**src/rtl/sra_pipe_pkg.sv**
```systemverilog
// Shared shift-path definitions: widths, latency, ALU shift opcodes and the
// 2:1 mux cell used to build the shifter stages.
package sra_pipe_pkg;

  localparam int unsigned SHIFT_W   = 32;
  localparam int unsigned SHAMT_W   = 5;
  localparam int unsigned SHIFT_LAT = 5;

  typedef enum logic [1:0] {
    ALU_SLL = 2'd0,
    ALU_SRL = 2'd1,
    ALU_SRA = 2'd2
  } alu_shift_op_e;

  // Single-bit 2:1 mux cell: sel = 0 picks a, sel = 1 picks b.
  function automatic logic mux2(input logic sel, input logic a, input logic b);
    return sel ? b : a;
  endfunction

endpackage

```
**src/rtl/sra_pipe_stage.sv**
```systemverilog
// One pipeline stage of the right shifter: optional STEP-bit right shift
// with a carried fill bit, followed by the stage register.
module sr_stage
  import sra_pipe_pkg::*;
#(
  parameter int unsigned WIDTH = SHIFT_W,
  parameter int unsigned SHW   = SHAMT_W,
  parameter int unsigned STEP  = 1
) (
  input  logic             clk_i,
  input  logic             rst_i,
  input  logic             en_i,
  input  logic             valid_i,
  input  logic [WIDTH-1:0] data_i,
  input  logic [SHW-1:0]   shamt_i,
  input  logic             fill_i,
  output logic             valid_o,
  output logic [WIDTH-1:0] data_o,
  output logic [SHW-1:0]   shamt_o,
  output logic             fill_o
);

  localparam int unsigned SEL = $clog2(STEP);

  logic [WIDTH-1:0] shifted;
  logic [WIDTH-1:0] data_d;
  logic [WIDTH-1:0] data_q;
  logic [SHW-1:0]   shamt_q;
  logic             fill_q;
  logic             valid_q;

  assign shifted = {{STEP{fill_i}}, data_i[WIDTH-1:STEP]};

  // Per-bit select between pass-through and shifted operand.
  always_comb begin
    data_d = '0;
    for (int unsigned i = 0; i < WIDTH; i++) begin
      data_d[i] = mux2(shamt_i[SEL], data_i[i], shifted[i]);
    end
  end

  // Stage register: loads together with every other stage when the pipe advances.
  always_ff @(posedge clk_i) begin
    if (rst_i) begin
      valid_q <= 1'b0;
      data_q  <= '0;
      shamt_q <= '0;
      fill_q  <= 1'b0;
    end else if (en_i) begin
      valid_q <= valid_i;
      data_q  <= data_d;
      shamt_q <= shamt_i;
      fill_q  <= fill_i;
    end
  end

  assign valid_o = valid_q;
  assign data_o  = data_q;
  assign shamt_o = shamt_q;
  assign fill_o  = fill_q;

endmodule

```
**src/rtl/sra_pipe.sv**
```systemverilog
// Pipelined logical/arithmetic right barrel shifter, one power-of-two step
// per registered stage, valid/ready on both sides with full backpressure.
module sra_pipe
  import sra_pipe_pkg::*;
#(
  parameter int unsigned WIDTH = SHIFT_W,
  parameter int unsigned SHW   = SHAMT_W
) (
  input  logic             clock,
  input  logic             reset,
  input  logic             in_valid,
  output logic             in_ready,
  input  logic [WIDTH-1:0] in_data,
  input  logic [SHW-1:0]   in_shamt,
  input  logic             in_arith,
  output logic             out_valid,
  input  logic             out_ready,
  output logic [WIDTH-1:0] out_data
);

  logic             adv;
  logic             vld_c   [0:SHW];
  logic [WIDTH-1:0] data_c  [0:SHW];
  logic [SHW-1:0]   shamt_c [0:SHW];
  logic             fill_c  [0:SHW];
  logic             unused_tail;

  // Whole pipe moves as one; it only freezes when a finished result is refused.
  assign adv      = !out_valid || out_ready;
  assign in_ready = adv;

  // Fill bit is fixed at accept from the original sign, never from shifted data.
  assign vld_c[0]   = in_valid;
  assign data_c[0]  = in_data;
  assign shamt_c[0] = in_shamt;
  assign fill_c[0]  = in_arith & in_data[WIDTH-1];

  for (genvar k = 0; k < SHW; k++) begin : g_stage
    sr_stage #(
      .WIDTH (WIDTH),
      .SHW   (SHW),
      .STEP  (2 ** k)
    ) u_stage (
      .clk_i   (clock),
      .rst_i   (reset),
      .en_i    (adv),
      .valid_i (vld_c[k]),
      .data_i  (data_c[k]),
      .shamt_i (shamt_c[k]),
      .fill_i  (fill_c[k]),
      .valid_o (vld_c[k+1]),
      .data_o  (data_c[k+1]),
      .shamt_o (shamt_c[k+1]),
      .fill_o  (fill_c[k+1])
    );
  end

  assign out_valid   = vld_c[SHW];
  assign out_data    = data_c[SHW];
  assign unused_tail = ^{shamt_c[SHW], fill_c[SHW]};

endmodule
```
**config.mk**
```make
export PLATFORM = sky130hd
export DESIGN_NAME = sra_pipe
export DESIGN_NICKNAME = d
export VERILOG_FILES = /design/src/rtl/sra_pipe_pkg.sv /design/src/rtl/sra_pipe_stage.sv /design/src/rtl/sra_pipe.sv
export SDC_FILE = /design/constraint.sdc
export NUM_CORES = 1
export LEC_CHECK = 0
export CORE_ASPECT_RATIO = 1.75
export CORE_MARGIN = 2
export CORE_UTILIZATION = 58
export DETAILED_ROUTE_END_ITERATION = 7
export PLACE_DENSITY_LB_ADDON = 0.1
export SLEW_MARGIN = 30
export SYNTH_ARGS = -nofsm -noshare
export SYNTH_HDL_FRONTEND = slang
export SYNTH_HIERARCHICAL = 1
export SYNTH_SLANG_ARGS = --single-unit
```
**constraint.sdc**
```tcl
create_clock -name clock -period 1.5 [get_ports clock]
set_input_delay 0.3 -clock clock [delete_from_list [all_inputs] [get_ports clock]]
set_output_delay 0.3 -clock clock [all_outputs]
set_load 0.01 [all_outputs]
```
# Word-level counts from Yosys, hierarchy flattened
# Cells that the tools add are included.
# classes
reduce_logical,2
bitwise_logic,1
muxes,160
# ops
cell,count
1-bit 2-to-1 mux,160
1-bit AND,1
1-bit logical NOT,1
1-bit logical OR,1
# word_totals
elab_cells,181
regBits,189

# Logic depth before layout (Yosys ltp)
# Gate-level depths: netlist of run 1.
# depth
depth_word,2
depth_mapped,5

# By module
# Netlist of run 1, hierarchy kept.
# by_module_without_submodules
mod,seq_area_each_um2,area_per_inst_um2,instances,cells_per_inst
sr_stage (g_stage[0].u_stage ...),780.7,1684.1,2,165
sr_stage (g_stage[2].u_stage),780.7,1707.9,1,166
sr_stage (g_stage[3].u_stage),780.7,1691.6,1,166
sr_stage (g_stage[4].u_stage),780.7,1657.8,1,167
sra_pipe,0.0,12.5,1,2

# Least setup slack after synthesis of run 1
# OpenSTA, ideal clock, no wires.
# synth_timing
path_type,register to register
from,register g_stage[4].u_stage.valid_q
to,register g_stage[2].u_stage.fill_q
required_time_ns,1.372
setup_ns,0.128
arrival_ns,1.123
period_less_slack_ns,1.250
stages_incl_launch_ff,6
setup_slack_ns,0.250
cell_sequence,dfxtp_1 -> nand2b_1 -> buf_2 -> buf_4 -> mux2i_1 -> nor2_1
# synth_between
elab_chain_cells,2
# synth_rtl
element,line,text
from (decl),sra_pipe_stage.sv:30,logic valid_q;
from (signal assigned),sra_pipe_stage.sv:50,valid_q <= valid_i;
1-bit logical NOT,sra_pipe.sv:29,assign adv = !out_valid || out_ready;
1-bit logical OR,sra_pipe.sv:29,
named net in_ready,sra_pipe.sv:12,"output logic in_ready,"
to (signal assigned),sra_pipe_stage.sv:53,fill_q <= fill_i;
to (decl),sra_pipe_stage.sv:29,logic fill_q;
# The timed path passes the listed nets, and every way through them passes these cells.
# A chain may end at the register's enable or synchronous reset.

# Final worst setup path of run 1
# layout_timing
from,input port out_ready
to,output port in_ready
# layout_between
elab_chain_cells,1
# layout_rtl
element,line,text
from (decl),sra_pipe.sv:17,"input logic out_ready,"
1-bit logical OR,sra_pipe.sv:29,
to (decl),sra_pipe.sv:12,
# No other way between the ends.

==> results.cfg, run 1 <==
[clock_network]
post_cts.repair.setup_buffers = 0
cts_buffers = 17
clk_latency_ns = 0.42
clk_pin_slew_worst_paths_ns = 0.06
cts_tree = built
cts-root-buf = clkbuf_16
clockBufferDepth = 2
h-tree-depth = 4
cts_sinks = 179

[timing]
fin_crit_sh = 0.9542
final.setup.tns_ns = 0
final.min_clock_period_ns = 1.431
worst_pin_slew_ns = 0.3444
max_freq_ghz = 0.6987
fin_skew_ns = 0.01253
rsz0062_at_grt = no
finalSetupViolCount = 0
drv_slew = 0
hold_viol_final = 0
relSlewSlack = 0.7704

[detailed_routing]
wl_um = 15010
routedWlPerCell_um = 14.86
drt-initial-drc-count = 226
via_count = 5550
ant_nets = 0
drt-pass1-iter-count = 5
route.detailed.drc = 0
vias_per_cell = 5.495

[setup_path]
crit_slowest_cell = clkdlybuf4s50_1
critPathBufInv = 2
crit_family = buffers and inverters
crit_path_start_kind = input pin
required_ns = 1.20
critPathMaxFanout = 4
worstPathArrival_ns = 1.13
path_cells = clkdlybuf4s50_1, nand2b_4, clkdlybuf4s15_1
critPathKind = in2out
cpPeakStageDelay_ns = 0.46
worst_setup_path_end_kind = output pin

[cells_and_area]
layout_common_cells = nor2_1, dfxtp_1, mux2i_1
diodes = 0
layout_commonest_cell = nor2_1
area.growth.synth_to_final_pct = 16.00
drive_gt1_frac = 0.08971
nets = 865

[min_path]
worstHoldPathType = in2reg

[place]
dp_hpwl_um = 10690
gp_congestion = 0.7870
io_buffers = 75

[floorplan]
coreArea_mm2 = 0.01338
dieArea_mm2 = 0.01460
start_util = 0.5901
die_h_um = 158.4
die_w_um = 92.21
io_pins = 76
num_rows = 56

[power_and_ir_drop]
ir_worst_vdd_mv = 0.7396
total_power_uw = 10360
powerDensity_mw_per_mm2 = 1131
p_leak_uw = 0.003678

[flow_run]
max-cap-violations = 0

[global_routing]
grt_pass1_vias = 5133
grt_pass1_wl_um = 24850
grt_antenna_before_repair = 0
track_usage = 0.2097
overflow = 0
grt_max_degree = 67

[yosys]
synth_nets = 825
synth_warnings = 6
syn_avg_cell_area_um2 = 10.09
netlist_instances = 783
synth_area_mm2 = 0.007898

[status]
status = completed
==> state kept, by name, summed over array words and instances, names as in the netlist <==
signal                   flops
g_stage.u_stage/data_o     160
g_stage.u_stage/shamt_o     10
g_stage.u_stage/valid_o      5
g_stage.u_stage/fill_o       4
==> final cells by class <==
cell class / count / area (um2)
tap: 174 / 217.7
timing repair buffer: 102 / 1067
clock inverter: 14 / 176.4
multi-input combinational: 523 / 3685
clock buffer: 18 / 429.2
fill: 1076 / 4222
sequential: 179 / 3586
==> power breakdown <==
part | switching (uW) | internal (uW) | total [uW]
Clock | 1850 | 2640 | 4490
Sequential | 162 | 4970 | 5130
Combinational | 334 | 408 | 742
Total | 2340 | 8020 | 10400
==> path summary, 6_finish.rpt <==
kind	end	slack, ns	from	depth (start not counted)
setup / recovery	in_ready	0.07	out_ready	3
setup reg to reg	g_stage[2].u_stage/data_o[24]	0.19	g_stage[4].u_stage/valid_o	5
hold / removal	g_stage[4].u_stage/data_o[27]	0.31	reset	2
hold reg to reg	g_stage[4].u_stage/data_o[25]	0.48	g_stage[4].u_stage/data_o[25]	2
==> metrics by stage <==
| stage | cell area [um2] | worst slack [ns] | hold slack, ns | util | cells |
|---|---|---|---|---|---|
| 2_1_floorplan | 7898 | 0.2525 | 0.4472 | - | 783 |
| 3_3_place_gp | 8596 | -0.2184 | 0.4707 | 0.6423 | 978 |
| 3_5_place_dp | 8596 | -0.2570 | 0.4767 | 0.6423 | 978 |
| 4_1_cts | 9159 | 0.005817 | 0.2981 | 0.6844 | 1010 |
| 5_1_grt | 9161 | 0.02959 | 0.3232 | 0.6846 | 1010 |
| 6_report | 9161 | 0.06872 | 0.3073 | 0.6846 | 1010 |
==> per-layer routing <==
| layer | share of wire | global-route usage |
|---|---|---|
| met5 | 0 | 0 |
| met4 | 0.025 | 0.08813 |
| met3 | 0.024 | 0.03739 |
| met2 | 0.53 | 0.3841 |
| met1 | 0.43 | 0.2384 |
==> what timing repair did <==
action	in CTS	in global routing
setup endpoints to repair	34	1
endpoints found under the hold margin	0	0
resized for setup	34	2
pin swaps	0	0
hold buffers	0	0
Note: power is estimated with default switching activity, not from simulation.
==> inputs of run 2 (changes only) <==
--- a/config.mk
+++ b/config.mk
@@ -7,10 +7,9 @@
 export LEC_CHECK = 0
 export CORE_ASPECT_RATIO = 1.75
 export CORE_MARGIN = 2
-export CORE_UTILIZATION = 58
+export CORE_UTILIZATION = 45
 export DETAILED_ROUTE_END_ITERATION = 7
-export PLACE_DENSITY_LB_ADDON = 0.1
-export SLEW_MARGIN = 30
+export PLACE_DENSITY = 0.69
 export SYNTH_ARGS = -nofsm -noshare
 export SYNTH_HDL_FRONTEND = slang
 export SYNTH_HIERARCHICAL = 1
==> results.cfg, run 2 (synthesis gave the netlist of run 1 again) <==
[status]
status = completed

[cells_and_area]
largest_register_ffs = 160
finalNonFillerCells = 1069
utilization = 0.5337
layout_commonest_cell = nor2_1
area.growth.synth_to_final_pct = 17.43
layout_common_cells = nor2_1, dfxtp_1, mux2i_1
final_design_area_no_fill_mm2 = 0.009274
nets = 868
drive_gt1_frac = 0.09308
diodes = 0

[timing]
final.setup.tns_ns = 0
max_freq_ghz = 0.6965
worst_pin_slew_ns = 0.3314
hold_viol_final = 0
finalSetupViolCount = 0
fin_crit_sh = 0.9571
rsz0062_at_grt = no
relSlewSlack = 0.7788
drv_slew = 0
final.min_clock_period_ns = 1.436
fin_skew_ns = 0.01040

[min_path]
hold_path_depth = 2
min_from = reset
worstHoldPathType = in2reg

[global_routing]
overflow = 0
grt_pass1_wl_um = 24540
grt_antenna_before_repair = 0
grt_pass1_vias = 5002
grt_max_degree = 74
track_usage = 0.1615

[floorplan]
coreArea_mm2 = 0.01738
die_w_um = 104.1
io_pins = 76
dieArea_mm2 = 0.01867
start_util = 0.4545
die_h_um = 179.3
num_rows = 64

[power_and_ir_drop]
powerDensity_mw_per_mm2 = 1124
power.share.clock = 0.437
switching_share = 0.2263
combPwrFrac = 0.071
ir_worst_vdd_mv = 0.5637
seq_power_share = 0.492
p_int_uw = 8063
p_leak_uw = 0.003699
p_sw_uw = 2358

[setup_path]
cp-startpoint = out_ready
critPathKind = in2out
worstPathArrival_ns = 1.14
critPathMaxFanout = 3
worst_setup_path_end_kind = output pin
r2r_cells = 5
required_ns = 1.20
r2r_start = g_stage[4].u_stage/valid_o
crit_path_start_kind = input pin

[detailed_routing]
vias_per_cell = 5.123
ant_nets = 0
route.detailed.drc = 0
drt-pass1-iter-count = 7
routedWlPerCell_um = 13.93
via_count = 5476
drt-initial-drc-count = 181
wl_um = 14890

[clock_network]
hold_buffers = 0
cts_tree = built
cts-root-buf = clkbuf_16
clockBufferDepth = 2
clk_pin_slew_worst_paths_ns = 0.06
post_cts.repair.setup_buffers = 0
clk_latency_ns = 0.42
cts_buffers = 17
h-tree-depth = 4
cts_sinks = 179

[place]
dp_hpwl_um = 10710
dp.cells = 1038
place_area_mm2 = 0.008702
gp_congestion = 0.7729
io_buffers = 75

[flow_run]
max-cap-violations = 0
run 2: routing by layer:
| metal | vias to the layer above | global-route usage | wire length, um |
|---|---|---|---|
| li1 | 2920 | - | - |
| met1 | 2447 | 0.1775 | 6499 |
| met2 | 95 | 0.3040 | 7735 |
| met3 | 14 | 0.03344 | 401 |
| met4 | 0 | 0.06025 | 255 |
| met5 | - | 0 | 0 |
run 2: worst paths after layout:
kind         slack [ns]                            end
max                0.06                       in_ready
min                0.22      g_stage[3].u_stage/fill_o
max reg2reg        0.18  g_stage[2].u_stage/data_o[16]
min reg2reg        0.48  g_stage[4].u_stage/data_o[19]
run 2: repair_timing:
| item | 4_1_cts | 5_1_grt |
|---|---|---|
| endpoints found under the setup margin | 34 | 1 |
| resized for setup | 35 | 2 |
| cloned | 0 | 0 |
run 2: final cells by class:
class	instances	area (um2)
clock inverters	13	170.2
repair buffers	105	1102
well taps	231	289.0
multi-input cells	523	3685
fillers	1624	8103
clock buffers	18	439.2
flip-flops and latches	179	3588
run 2: metrics by stage:
step	setup slack, ns	total power (uW)	hold WS, ns
finish	0.06428	10420	0.2229
global route	0.02997	10830	0.2115
CTS	0.02744	10550	0.2050
detailed placement	-0.2729	6000	0.4765
global placement	-0.2412	5983	0.4720
floorplan	0.2525	5744	0.4472
run 2: critical path: stages:
cell	delay, ns
clkdlybuf4s50_1	0.46
nand2b_4	0.14
clkdlybuf4s15_1	0.23
run 2: power groups by stage:
stage	Clock (uW)	Combinational [uW]	Sequential, uW
after floorplan	0	559	5180
after global placement	0	750	5230
after detailed placement	0	762	5240
after CTS	4660	753	5130
after global routing	4860	816	5150
final	4550	744	5120
